## src/rtl/data_mem_pkg.sv

```systemverilog
// Shared command encoding and stack-pointer range helper for the RNBIP-2 data memory.
package data_mem_pkg;

  localparam logic [1:0] OP_LOAD  = 2'd0;
  localparam logic [1:0] OP_STORE = 2'd1;
  localparam logic [1:0] OP_PUSH  = 2'd2;
  localparam logic [1:0] OP_POP   = 2'd3;

  // Legal sp values span STACK_BOT-1 (full) up to STACK_TOP (empty); the +1 avoids underflow at bot.
  function automatic logic sp_in_range(input int unsigned sp_val,
                                       input int unsigned top,
                                       input int unsigned bot);
    return ((sp_val + 1) >= bot) && (sp_val <= top);
  endfunction

endpackage

```

## src/rtl/data_mem_ram.sv

```systemverilog
// Single-port RAM: synchronous write, registered read gated by a read enable.
module data_mem_ram #(
  parameter int DATA_W = 8,
  parameter int ADDR_W = 8
) (
  input  logic              clk,
  input  logic              rst_n,
  input  logic              we,
  input  logic              re,
  input  logic [ADDR_W-1:0] addr,
  input  logic [DATA_W-1:0] wdata,
  output logic [DATA_W-1:0] rdata
);

  logic [DATA_W-1:0] mem [2**ADDR_W];

  always_ff @(posedge clk) begin
    if (we) mem[addr] <= wdata;
  end

  // Output register holds its value between reads so the last result stays visible.
  always_ff @(posedge clk or negedge rst_n) begin
    if (!rst_n)  rdata <= '0;
    else if (re) rdata <= mem[addr];
  end

endmodule

```

## src/rtl/data_mem_stack.sv

```systemverilog
// Data memory with a local downward-growing hardware stack pointer and sticky error flags.
module data_mem_stack
  import data_mem_pkg::*;
#(
  parameter int DATA_W    = 8,
  parameter int ADDR_W    = 8,
  parameter int STACK_TOP = 2**ADDR_W - 1,
  parameter int STACK_BOT = 2**(ADDR_W-1)
) (
  input  logic              clk,
  input  logic              rst_n,
  input  logic              cmd_valid,
  input  logic [1:0]        cmd_op,
  input  logic [ADDR_W-1:0] addr,
  input  logic [DATA_W-1:0] wdata,
  input  logic              sp_load,
  input  logic [ADDR_W-1:0] sp_in,
  input  logic              err_clr,
  output logic [DATA_W-1:0] rdata,
  output logic              rvalid,
  output logic [ADDR_W-1:0] sp,
  output logic              empty,
  output logic              full,
  output logic              err_ovf,
  output logic              err_udf,
  output logic              err_sp
);

  localparam logic [ADDR_W-1:0] SP_EMPTY = ADDR_W'(STACK_TOP);
  localparam logic [ADDR_W-1:0] SP_FULL  = ADDR_W'(STACK_BOT - 1);

  logic              is_load, is_store, is_push, is_pop;
  logic              push_ok, pop_ok, sp_ld_ok;
  logic              ovf_evt, udf_evt, sp_evt;
  logic              ram_we, ram_re;
  logic [ADDR_W-1:0] sp_inc, sp_nxt, ram_addr;

  assign empty = (sp == SP_EMPTY);
  assign full  = (sp == SP_FULL);

  always_comb begin
    is_load  = cmd_valid && (cmd_op == OP_LOAD);
    is_store = cmd_valid && (cmd_op == OP_STORE);
    is_push  = cmd_valid && (cmd_op == OP_PUSH);
    is_pop   = cmd_valid && (cmd_op == OP_POP);
    push_ok  = is_push && !full;
    pop_ok   = is_pop && !empty;
    ovf_evt  = is_push && full;
    udf_evt  = is_pop && empty;
    sp_ld_ok = sp_load && sp_in_range(32'(sp_in), STACK_TOP, STACK_BOT);
    sp_evt   = sp_load && !sp_ld_ok;
    sp_inc   = sp + ADDR_W'(1);
    ram_we   = is_store || push_ok;
    ram_re   = is_load || pop_ok;
    // sp already names the next free slot, so PUSH writes at sp and POP reads one above it.
    ram_addr = addr;
    if (is_push)     ram_addr = sp;
    else if (is_pop) ram_addr = sp_inc;
    // The command always sees the old sp; a legal sp_load replaces whatever it would do to sp.
    sp_nxt = sp;
    if (push_ok)     sp_nxt = sp - ADDR_W'(1);
    else if (pop_ok) sp_nxt = sp_inc;
    if (sp_ld_ok)    sp_nxt = sp_in;
  end

  data_mem_ram #(
    .DATA_W(DATA_W),
    .ADDR_W(ADDR_W)
  ) u_ram (
    .clk   (clk),
    .rst_n (rst_n),
    .we    (ram_we),
    .re    (ram_re),
    .addr  (ram_addr),
    .wdata (wdata),
    .rdata (rdata)
  );

  // An error event on the same edge as err_clr keeps its flag set.
  always_ff @(posedge clk or negedge rst_n) begin
    if (!rst_n) begin
      sp      <= SP_EMPTY;
      rvalid  <= 1'b0;
      err_ovf <= 1'b0;
      err_udf <= 1'b0;
      err_sp  <= 1'b0;
    end else begin
      sp      <= sp_nxt;
      rvalid  <= ram_re;
      err_ovf <= ovf_evt || (err_ovf && !err_clr);
      err_udf <= udf_evt || (err_udf && !err_clr);
      err_sp  <= sp_evt  || (err_sp  && !err_clr);
    end
  end

endmodule

```

## config.mk

```make
export PLATFORM = sky130hd
export DESIGN_NAME = data_mem_stack
export DESIGN_NICKNAME = d
export VERILOG_FILES = /design/src/rtl/data_mem_pkg.sv /design/src/rtl/data_mem_ram.sv /design/src/rtl/data_mem_stack.sv
export SDC_FILE = /design/constraint.sdc
export NUM_CORES = 2
export LEC_CHECK = 0
export BUFFER_PORTS_ARGS = -buffer_cell sky130_fd_sc_hd__buf_4
export CORE_AREA = 2 2 366 405
export DETAILED_ROUTE_END_ITERATION = 12
export DIE_AREA = 0 0 368 407
export PLACE_DENSITY = 0.71
export SYNTH_ARGS = -nofsm -noshare
export SYNTH_HDL_FRONTEND = slang
export SYNTH_SLANG_ARGS = --single-unit
```

## constraint.sdc

```tcl
create_clock -name clk -period 3.26 [get_ports clk]
set_input_delay 0.978 -clock clk [delete_from_list [all_inputs] [get_ports clk]]
set_output_delay 0.978 -clock clk [all_outputs]
set_load 0.05 [all_outputs]
```

# After elaboration in Yosys (flattened, before gate mapping)
# Memories as Yosys holds them, arrays and structs flattened. A register that Yosys moved wholly into a read port is not among the register bits.
# Cells that the tools add are included.
# Widths: inputs -> output; s select.
classes:
  muxes: 7
  n_bitwise: 0
  addsub: 3
  reduce_logical: 25
  mul: 0
  n_shift: 0
  n_eq_ne: 5
  div: 0
  order_cmp: 1
ops:
  columns: ["operator", "count"]
  rows:
  - ["$mux 8", 5]
  - ["$logic_and 1x1->1", 13]
  - ["$add 8x1->9 const B", 1]
  - ["$ge 9x8->1 const B", 1]
  - ["$add 8x1->8 const B", 1]
  - ["$eq 8x7->1 const B", 1]
  - ["$eq 8x8->1 const B", 1]
  - ["$sub 8x1->8 const B", 1]
  - ["$logic_not 1->1", 5]
  - ["$logic_or 1x1->1", 5]
  - ["$eq 2x2->1 const B", 2]
  - ["$reduce_bool 3->1", 1]
  - ["$eq 2x1->1 const B", 1]
  - ["$logic_not 2->1", 1]
  - ["$mux 1", 2]
word_totals:
  latch_bits: 0
  elab_cells: 47
  mem_bits_rw: 2048
  memories: 1
  rom_bits: 0
  output_inout_bits: 22
  regBits: 12
memory_table:
  columns: ["memory", "depth", "word_bits", "rd", "rd_clocked_by_memory_dff", "wr", "line_no", "rtl"]
  rows:
  - ["u_ram.mem", 256, 8, 1, 1, 1, "data_mem_ram.sv:15", "logic [DATA_W-1:0] mem [2**ADDR_W];"]

# Logic depth before layout (Yosys ltp)
logic_depth:
  ltp_word: 6
  mapped_depth: 17

# Modules after synthesis
# A second synthesis with hierarchy kept.
unflattened:
  hier_cells: 3740
  hier_area_um2: 80686.1
by_module_without_submodules:
  columns: ["mod", "seq_area_each_um2", "cells_per_inst", "n_inst", "area_each_um2"]
  rows:
  - ["data_mem_ram", 61699.2, 3591, 1, 79532.5]
  - ["data_mem_stack", 310.3, 149, 1, 1153.6]

# Least setup slack after synthesis
# No wires, ideal clock.
synth_path:
  path_kind: "reg2reg"
  from: "register sp[1]"
  to: "memory u_ram.mem[106][0] (enable)"
  arrival_time_ps: 3496
  path_slack_ps: -522
  t_required_ps: 2975
  setup_time_ps: 285
  path_stages_with_launch: 10
  cell_sequence: "dfstp_2 > ha_1 > nand2_1 > nor3_1 > o21ai_0 > nand2_1 > nor3_1 > nand2_1 > clkbuf_1 > nor2_1"
synth_via:
  elab_chain_len: 6
  elab_cells_between_ends: 9
  cone_classes: "add/sub: 1; eq/ne: 1; mux: 4; reduce/logical: 3"
synth_rtl:
  columns: ["element", "line_no", "rtl"]
  rows:
  - ["from (decl)", "data_mem_stack.sv:21", "output logic [ADDR_W-1:0] sp,"]
  - ["from (signal assigned)", "data_mem_stack.sv:88", "sp <= sp_nxt;"]
  - ["$eq 8x7->1", "data_mem_stack.sv:39", "assign full = (sp == SP_FULL);"]
  - ["named net full", "data_mem_stack.sv:23", "output logic full,"]
  - ["$logic_not 1->1", "data_mem_stack.sv:46", "push_ok = is_push && !full;"]
  - ["$logic_and 1x1->1", "data_mem_stack.sv:46", null]
  - ["$logic_or 1x1->1", "data_mem_stack.sv:53", "ram_we = is_store || push_ok;"]
  - ["$mux 1", "data_mem_ram.sv:18", "if (we) mem[addr] <= wdata;"]
  - ["$mux 1 (implied by the code)", "data_mem_ram.sv:18", null]
  - ["to (decl)", "data_mem_ram.sv:15", null]
# The timed path passes the listed nets, and every way through them passes these cells.

# Final worst setup path
layout_path:
  from: "register sp[0]"
  to: "register u_ram.rdata[3] (read register of u_ram.mem)"
layout_via:
  elab_chain_len: 4
  elab_cells_between_ends: 7
  cone_classes: "add/sub: 1; eq/ne: 1; mux: 2; reduce/logical: 3"
layout_rtl:
  columns: ["element", "line_no", "rtl"]
  rows:
  - ["parallel branches: the longest is 4 deep, another holds $add 8x1->8", null, null]
  - ["to (decl)", "data_mem_ram.sv:12", "output logic [DATA_W-1:0] rdata"]
# Parallel ways; which one is timed is not known.
# A chain may end at the register's enable or synchronous reset.

==> summary.txt <==
Drt
  • Post-DR vias/cell: approximately 6.4
  • WL/cell: ~30 µm
  • Total vias in the final route: 54627
  • Final WL: about 260000 µm
  • DR pass1 iterations: 6
  • DRC viols: 0
  • Routed Antenna Nets: 0
  • Number of DRC markers in iteration 0: around 8900

Synth
  • Flop and latch count out of synthesis: approximately 2100
  • Synth top area share: 0.7451
  • Cell with the most instances after synthesis: edfxtp_1
  • Warning count from the yosys run: 0
  • Post-synth top cells: 2048 x edfxtp_1, 1191 x nand2_1, 424 x nand3_1
  • Cell count after synthesis: between 5000 and 6000
  • Post-synth EDFFs: 2048
  • Post-synth cell types: 80
  • Cell taking the most area after synthesis: edfxtp_1
  • Main area contributors after synthesis: edfxtp_1 75%, nand2_1 5.4%, mux4_2 3.8%
  • Seq/Total Area, Yosys: 0.7513
  • Syn avg cell area: 14.97 µm²
  • Synth Flop Type: edfxtp_1
  • Syn Nets: roughly 5500
  • Async SR Flop Fraction: 0.009671
  • Cell Area, Synth: a little over 80000 µm²

Floorplan
  • # IOs: 53
  • Die height: ~410 µm
  • Row Count: 147
  • Starting density of the core: 0.5680
  • Die ar.: about 150000 µm²
  • Die width: about 370 µm
  • Core Box Area: 145300 µm²

Outcome
  • Status: finished, violations left
  • Failing checks: negative setup slack

STA
  • Period utilization: 1.143
  • Min Tclk post-route: roughly 3.7 ns
  • RSZ-0062 raised after global routing: yes
  • Least-Margin Pin Slew: 0.7443 ns
  • Max Clock Freq: about 0.27 GHz
  • Final number of hold-violating endpoints: 0
  • Worst setup margin: -0.4674 ns
  • Hold WS: approximately 0.06 ns
  • Final clock skew: 0.05087 ns
  • Final setup vio count: between 300 and 400
  • Max Slew Vio Count: 0
  • Max-Slew Margin vs Limit: 0.5016

Global routing
  • First-pass GRT wire length: about 360000 µm
  • Initial antenna violation count: 10
  • GRT Total Usage: 0.3398
  • Vias in the first global route: 52916
  • Largest net degree at the start of global routing: 100
  • Overflow after GRT: 0

CTS
  • Clock Sinks: around 2100
  • Clock-pin slew on the worst setup and hold paths: roughly 0.070 ns
  • Clk_lat worst skew: approximately 0.87 ns
  • CTS max path bufs: 3
  • Cts bufs inserted: 194
  • CTS tree: yes
  • CTS HTree Levels: 4
  • Root Driver: clkbuf_16

Place
  • IO buf count: 52
  • Final Wtd Congestion: 1.042
  • HPWL after DPL: ~170000 µm

Power
  • Pwr Density: ~590 nW/µm²
  • Final total power: 61.66 mW
  • Leakage: around 36 nW
  • Max VDD drop: a little under 0.6 mV

Worst setup path
  • CP peak stage delay: around 0.59 ns
  • CP Max Fanout: 7
  • CP dominant cell by count: buf_12
  • Type of origin of the critical path: flip-flop
  • CP delay by family, top: compound AO/OA/AOI/OAI gates
  • Critical path class: flip-flop to flip-flop
  • Req. time, crit path: ~4 ns
  • Worst path arrival time: ~4.5 ns
  • Crit path capture type: flip-flop
  • Ordered list of cells on the worst path: buf_12 -> ha_4 -> a21boi_4 -> o31a_4 -> buf_12 -> buf_12 -> buf_6 -> buf_6 -> mux2i_1 -> a32oi_1 -> nand4_1 -> o211ai_1 -> buf_4 -> a2111oi_4 -> a41oi_2
  • CP max-delay cell: dfstp_2
  • Buf+Inv Stages, Crit Path: 6

Min path
  • Worst Hold Class: input pin to async pin

Cells and area
  • Synthesis-to-finish area growth: 25.75%
  • Fillers: slightly below 9000
  • Share of cells above drive strength 1: 0.2855
  • Fin nets: 6464

Flow run
  • Number of max-cap violations: 0
==> sequential cells by signal (all words and copies together), names as in the netlist <==
name,count
err_ovf,1
err_sp,1
err_udf,1
rvalid,1
sp,8
u_ram.mem,2048
u_ram.rdata,8
==> what timing repair did <==
| action | in CTS | in global routing |
|---|---|---|
| buffers inserted | 70 | 38 |
| pin swaps | 62 | 63 |
| hold buffers | 0 | 0 |
| setup endpoints to repair | 2036 | 1011 |
| cloned | 12 | 3 |
| endpoints found under the hold margin | 0 | 0 |
| resized for setup | 272 | 121 |
==> worst paths after layout <==
kind / startpoint / endpoint / slack (ns) / cells after the start
min in group clk: sp_load / err_sp$_DFF_PN0_ / 0.37 / 2
max in group asynchronous: rst_n / sp[2]$_DFFE_PN1P_ / 2.85 / 1
setup reg to reg: sp[0]$_DFFE_PN1P_ / u_ram.rdata[3]$_DFFE_PN0P_ / -0.47 / 15
hold reg to reg: err_sp$_DFF_PN0_ / err_sp$_DFF_PN0_ / 0.52 / 1
setup / recovery: sp[0]$_DFFE_PN1P_ / u_ram.rdata[3]$_DFFE_PN0P_ / -0.47 / 15
hold / removal: rst_n / u_ram.rdata[0]$_DFFE_PN0P_ / 0.06 / 1
==> metal layers <==
layer / routed length, µm / up-vias / part of all wire / GRT usage
met5: 81 / - / 0.00032 / 0
met4: 15180 / 12 / 0.059 / 0.1752
met3: 30790 / 739 / 0.12 / 0.08277
met2: 119600 / 3851 / 0.47 / 0.5315
met1: 90530 / 27194 / 0.35 / 0.4470
li1: - / 22831 / - / -
==> cell type report <==
class                   count  area [µm²]  share of cell area
clock inverters           102        1222             0.01178
diodes                      2       5.005          0.00004822
multi-input cells        3098       21120              0.2035
well taps                1937        2424             0.02335
clock buffers             256        5223             0.05032
inverters                   7       26.28           0.0002532
repair buffers           1062       11760              0.1133
flip-flops and latches   2068       62010              0.5975
==> placed cells by master (no fill, tap or decap), types with 33 or more instances in the layout <==
cell	count
edfxtp_1	2048
nand2_1	1160
buf_4	717
nand3_1	414
a21oi_1	235
buf_12	227
clkbuf_16	201
mux2i_1	186
nor2_4	177
mux4_2	138
nor2_1	134
a32oi_1	71
buf_6	70
o22ai_1	57
clkbuf_1	53
a22oi_1	51
nor2_2	33
==> power breakdown <==
part,switching (mW),leakage [nW],total [mW],internal (mW)
Combinational,5.65,14.1,9.25,3.60
Clock,9.96,3.12,23.0,13.0
Sequential,0.140,18.6,29.4,29.3
==> stage by stage <==
step           worst slack (ns)    util  area [µm²]  TNS (ns)  std cells
3_3_place_gp             -1.390  0.6467       93960   -994.07       8053
4_1_cts                 -0.2493  0.7077      102800    -2.034       8493
5_1_grt                 -0.4818  0.7142      103800    -45.75       8530
3_5_place_dp             -1.377  0.6467       93960  -1020.14       8053
6_report                -0.4674  0.7143      103800    -15.32       8532
2_1_floorplan           -0.3653       -       84140   -234.04       5512
==> kinds of logic after synthesis <==
kind of cell | share of synthesized area
flip-flops | 0.7513
buffers and inverters | 0.02450
AO/OA/AOI/OAI | 0.05035
AND/OR/NAND/NOR | 0.1098
multiplexers | 0.06260
adder cells (fa/ha/maj) | 0.0003032
XOR/XNOR | 0.001167
Note: power is estimated with default switching activity, not from simulation.
